## src/rtl/pipeline_hazard_ctrl.sv

```systemverilog
// Hazard/sequencing controller for the 3-stage F->D->W core: load-use interlock,
// branch/trap flushes, and the data-memory request wait machine with timeout watchdog.
module pipeline_hazard_ctrl #(
   parameter int DW      = 32,
   parameter int RW      = 5,
   parameter int TIMEOUT = 16
) (
   input  logic          clk_i,
   input  logic          rst_ni,
   input  logic [RW-1:0] rs1_d_i,
   input  logic [RW-1:0] rs2_d_i,
   input  logic          rs1_used_d_i,
   input  logic          rs2_used_d_i,
   input  logic [RW-1:0] rd_w_i,
   input  logic          load_w_i,
   input  logic          mem_op_d_i,
   input  logic          dmem_ack_i,
   output logic          dmem_req_o,
   input  logic          branch_taken_d_i,
   input  logic          trap_i,
   input  logic          imem_valid_i,
   output logic          stall_f_o,
   output logic          stall_d_o,
   output logic          flush_d_o,
   output logic          flush_w_o,
   output logic          bus_err_o,
   output logic [DW-1:0] stall_cnt_o
);

   localparam int CW = $clog2(TIMEOUT + 1);
   localparam logic [0:0] ST_RUN       = 1'b0;
   localparam logic [0:0] ST_DMEM_WAIT = 1'b1;

   logic [0:0]    state_q, state_d;
   logic [CW-1:0] wcnt_q, wcnt_d;
   logic          bus_err_q, bus_err_d;
   logic [DW-1:0] stall_cnt_q, stall_cnt_d;

   logic lu, timeout;
   logic sf, sd, fd, fw, req;

   assign lu = load_w_i && (rd_w_i != '0) &&
               ((rs1_used_d_i && (rs1_d_i == rd_w_i)) ||
                (rs2_used_d_i && (rs2_d_i == rd_w_i)));
   assign timeout = (wcnt_q == CW'(TIMEOUT));

   always_comb begin
      sf        = 1'b0;
      sd        = 1'b0;
      fd        = 1'b0;
      fw        = 1'b0;
      req       = 1'b0;
      state_d   = state_q;
      wcnt_d    = wcnt_q;
      bus_err_d = 1'b0;
      case (state_q)
         ST_RUN: begin
            if (trap_i) begin
               fd = 1'b1;
               fw = 1'b1;
            end else if (lu) begin
               sf = 1'b1;
               sd = 1'b1;
               fw = 1'b1;
            end else if (mem_op_d_i) begin
               req = 1'b1;
               if (dmem_ack_i) begin
                  fd = branch_taken_d_i || !imem_valid_i;
                  sf = !branch_taken_d_i && !imem_valid_i;
               end else begin
                  sf      = 1'b1;
                  sd      = 1'b1;
                  fw      = 1'b1;
                  state_d = ST_DMEM_WAIT;
                  wcnt_d  = CW'(1);
               end
            end else begin
               // D advances: a taken branch redirects the PC, otherwise an
               // empty fetch becomes a bubble in D while the PC holds.
               fd = branch_taken_d_i || !imem_valid_i;
               sf = !branch_taken_d_i && !imem_valid_i;
            end
         end
         ST_DMEM_WAIT: begin
            if (trap_i) begin
               fd      = 1'b1;
               fw      = 1'b1;
               state_d = ST_RUN;
               wcnt_d  = '0;
            end else if (dmem_ack_i || timeout) begin
               req       = dmem_ack_i;
               bus_err_d = !dmem_ack_i;
               fd        = branch_taken_d_i || !imem_valid_i;
               sf        = !branch_taken_d_i && !imem_valid_i;
               state_d   = ST_RUN;
               wcnt_d    = '0;
            end else begin
               req    = 1'b1;
               sf     = 1'b1;
               sd     = 1'b1;
               fw     = 1'b1;
               wcnt_d = wcnt_q + CW'(1);
            end
         end
         default: begin
            state_d = ST_RUN;
            wcnt_d  = '0;
         end
      endcase
      stall_cnt_d = (sd && (stall_cnt_q != '1)) ? stall_cnt_q + DW'(1) : stall_cnt_q;
   end

   always_ff @(posedge clk_i or negedge rst_ni) begin
      if (!rst_ni) begin
         state_q     <= ST_RUN;
         wcnt_q      <= '0;
         bus_err_q   <= 1'b0;
         stall_cnt_q <= '0;
      end else begin
         state_q     <= state_d;
         wcnt_q      <= wcnt_d;
         bus_err_q   <= bus_err_d;
         stall_cnt_q <= stall_cnt_d;
      end
   end

   // Combinational controls are gated by reset so a request dies the instant reset asserts.
   assign stall_f_o   = sf  && rst_ni;
   assign stall_d_o   = sd  && rst_ni;
   assign flush_d_o   = fd  && rst_ni;
   assign flush_w_o   = fw  && rst_ni;
   assign dmem_req_o  = req && rst_ni;
   assign bus_err_o   = bus_err_q;
   assign stall_cnt_o = stall_cnt_q;

endmodule
```

## config.mk

```make
export PLATFORM = sky130hd
export DESIGN_NAME = pipeline_hazard_ctrl
export DESIGN_NICKNAME = d
export VERILOG_FILES = /design/src/rtl/pipeline_hazard_ctrl.sv
export SDC_FILE = /design/constraint.sdc
export NUM_CORES = 1
export LEC_CHECK = 0
export BUFFER_PORTS_ARGS = -buffer_cell sky130_fd_sc_hd__clkbuf_2
export CORE_ASPECT_RATIO = 1.5
export CORE_MARGIN = 1.5
export CORE_UTILIZATION = 25
export DETAILED_ROUTE_END_ITERATION = 8
export RECOVER_POWER = 50
export SYNTH_ARGS = -nofsm -noshare
export SYNTH_HDL_FRONTEND = slang
export SYNTH_SLANG_ARGS = --single-unit
export TNS_END_PERCENT = 30
```

## constraint.sdc

```tcl
create_clock -name clk_i -period 3.2 [get_ports clk_i]
set_input_delay 0.32 -clock clk_i [delete_from_list [all_inputs] [get_ports clk_i]]
set_output_delay 0.32 -clock clk_i [all_outputs]
set_load 0.03 [all_outputs]
```

==> parameters.txt <==
Parameter                              Value

GRT
  Initial antenna violation count ... 0
  Wire length of the first global-routing pass ... 8880 um
  Via count of the first global-routing pass ... approximately 1800
  Pin count of the biggest net entering global routing ... 40
  Overall global routing resource usage ... 12.1%
  Total grt overflow ... 0

Route
  Via count ... 1910
  Router iterations before antenna repair ... 4
  Routed wire per std cell ... 13.8 um
  Starting DRC count in detailed routing ... 46
  Residual DRC count ... 0
  Detail-routed via count per cell ... 4.81
  Total length of routed wires ... 5480 um
  Post-detailed-route count of antenna-violating nets ... 0

Clocking
  Clock tree from TritonCTS ... yes
  Post-cts resize count ... 0
  Number of sinks handled by clock tree synthesis ... 39
  Number of hold buffers added after cts ... 0
  Maximum number of buffers from clock root to sink ... 2
  Number of H-tree levels ... 2
  Clock transition time at the flip-flop clock pins of the worst setup and hold paths ... around 0.060 ns
  Post-CTS setup buffer count ... 0
  Cts bufs inserted ... 5
  Clock latency reported for the late side of the worst-skew pair ... 0.28 ns
  Clock root buffer ... clkbuf_16

Critical path
  Buffer and inverter count on the worst path ... 3
  Top fanout value on the critical path ... 5
  Arr. time, crit path ... 2.26 ns
  Peak per-stage delay on the critical path ... 0.41 ns
  Element type at the critical path start ... register
  WP data required ... ~2.9 ns
  Crit-path leading delay family ... compound AO/OA/AOI/OAI gates
  Startpoint of the most critical register-to-register path ... wcnt_q[0]$_DFFE_PN0P_
  Critical-path cell with the highest stage delay ... dfrtp_1
  Setup Crit Path Kind ... reg -> out
  Worst R2R End ... stall_cnt_o[10]$_DFFE_PN0P_
  FF-to-FF setup slack ... 0.65 ns
  Worst path cell trace ... inv_1 -> ha_1 -> nand4bb_4 -> a31o_1 -> a222oi_1 -> buf_4 -> nor2_1 -> nor2_1 -> clkbuf_2
  CP most frequent cell ... nor2_1
  Worst R2R Path Depth ... 8
  Crit end category ... primary output

Logic synthesis
  Post-synthesis area per instance ... 10.1 um^2
  Distinct cell type count of the synthesized netlist ... 40
  Cells after Synth ... 218
  Net count after synthesis ... between 200 and 250
  Count of synthesis-stage warnings from yosys ... 0
  Sequential share of the synthesized area ... between 40 and 50%
  Async set-or-reset flop fraction in the synthesized netlist ... 100%
  EDFF count, synth ... 0
  Syn Std Cell Area ... 2200 um^2
  Number of synthesized register bits ... 39
  Most used DFF post-synth ... dfrtp_1

Timing
  Setup TNS Final ... 0 ns
  Fmax ... 388 MHz
  Measured slew at the worst slew-check pin ... 2.13 ns
  RSZ-0062 raised after global routing ... false
  Final period demand of the worst path ... 2.58 ns
  Max-slew headroom ... -41.7%
  Clk_skew ... between 0.005 and 0.006 ns
  Crit share post-route ... between 80% and 90%
  Final setup fails ... 0
  Pins over their slew limit ... 40
  Final-report hold violation count ... 0

Floorplan
  IO Pins ... 63
  Die span in y ... approximately 120 um
  Full die area ... about 9400 um^2
  Horizontal die dimension ... 79.5 um
  Std-Cell Rows ... 41
  Starting utilization of the core area ... 25.9%
  Core region area ... around 8500 um^2

Outcome
  Run status ... finished, violations left
  Violated checks ... capacitance limit, slew limit

Final layout
  Layout cell share with drive strength beyond 1 ... 22.1%
  Commonest cells after routing, fill and taps aside ... 42 x clkbuf_2, 39 x dfrtp_1, 22 x xor2_1
  Area taken by multi-input logic gates ... 1160 um^2
  Final net count ... 317
  Seq. cell area ... between 900 and 1000 um^2
  Post-route cell area ... around 2800 um^2
  Filler cell count in the final layout ... 892
  P&R area growth vs syn ... 27.1%
  Final Non-Filler Cells ... 397
  Most frequent standard cell in the layout excluding fill and tap cells ... clkbuf_2
  ANT cells ... 0

Worst hold path
  Hold wc startpoint ... dmem_ack_i
  Hold Crit Endpoint ... bus_err_o$_DFF_PN0_
  Number of cells on the worst hold path ... 2
  Min-Delay Path Class ... in -> reg

Place
  Routability cong. ... 0.785
  Area after DPL ... ~2700 um^2
  Number of cells in the design after placement ... a little under 400
  # port buffers ... 62
  Post-detailed-placement half-perimeter wirelength ... 4200 um

Job
  Max-capacitance violation count ... 1

Power
  Power per cell area ... between 400 and 500 nW/um^2
  Static leakage ... 1.30 nW
  Max VDD drop ... about 0.36 mV
==> through the flow <==
step	utilization (%)	total power, W	hold slack [ns]	setup slack, ns
4_1_cts	33.3	0.00134	0.221	0.585
3_3_place_gp	31.4	0.000801	0.491	0.710
5_1_grt	33.0	0.00138	0.255	0.305
6_report	33.0	0.00131	0.248	0.621
2_1_floorplan	-	0.000715	0.0244	0.712
3_5_place_dp	31.4	0.000806	0.490	0.654
==> cell families (layout without fill, tap and decap cells) <==
family	Yosys count	count (layout)	synth area share, %
AND/OR/NAND/NOR	100	100	27.3
XOR/XNOR	42	42	16.8
flip-flops	39	39	44.4
AO/OA/AOI/OAI	22	22	7.24
buffers and inverters	12	84	2.51
adder cells (fa/ha/maj)	3	3	1.71
==> flip-flops by register name, indices dropped and copies added, names as in the netlist <==
name         flops
state_q          1
stall_cnt_o     32
bus_err_o        1
wcnt_q           5
==> cells in the mapped netlist, drive strengths merged (3+ instances only) <==
library cell	instances	share of area, %
nand4	9	2.6
nand2	17	3.2
a22o	4	1.6
xnor2	20	8.0
ha	3	1.7
or3	3	0.85
nor4	4	1.1
dfrtp	39	44
nor2	11	1.9
nor3	11	3.7
nand3	19	4.3
and4	5	2.0
and3	8	2.3
buf	3	0.97
inv	8	1.4
xor2	22	8.8
or4	3	1.2
a21oi	6	1.4
==> worst max path at each step <==
stage	from	to	slack (ns)	cells after the start
floorplan	rd_w_i[3]	flush_w_o	0.71	6
global placement	wcnt_q[0]$_DFFE_PN0P_	stall_cnt_o[5]$_DFFE_PN0P_	0.71	8
detailed placement	wcnt_q[0]$_DFFE_PN0P_	stall_cnt_o[10]$_DFFE_PN0P_	0.65	8
CTS	wcnt_q[0]$_DFFE_PN0P_	flush_d_o	0.58	9
global route	stall_cnt_o[0]$_DFFE_PN0P_	stall_cnt_o[14]$_DFFE_PN0P_	0.31	8
finish	wcnt_q[0]$_DFFE_PN0P_	flush_d_o	0.62	9
==> worst register-to-register path, stage by stage (launching register included) <==
cell	delay, ns
dfrtp_1	0.39
inv_1	0.07
ha_1	0.23
nand4bb_4	0.13
nand2_4	0.07
a221o_1	0.42
or3_1	0.66
nor4_1	0.33
xor2_1	0.17
==> metal layers <==
metal | global-route usage, % | part of all wire, % | vias up
met2 | 21.5 | 52 | 57
met5 | 0 | 0 | -
met3 | 2.56 | 5.3 | 4
li1 | - | - | 928
met1 | 14.2 | 41 | 921
met4 | 3.62 | 0.88 | 0
==> where the power goes <==
group / total [W] / switching, W / leakage, nW / internal (W)
Sequential: 0.000574 / 0.0000480 / 0.519 / 0.000526
Combinational: 0.000217 / 0.000142 / 0.705 / 0.0000744
Clock: 0.000522 / 0.000191 / 0.0761 / 0.000331
Total: 0.00131 / 0.000381 / 1.30 / 0.000931
==> final cells by class <==
cell class	instances	area share, %
multi-input combinational	167	41.7
sequential	39	35.0
timing repair buffer	68	11.7
clock buffer	7	5.47
tap	107	4.80
inverter	8	1.08
clock inverter	1	0.269
(Power assumes the default switching activity.)
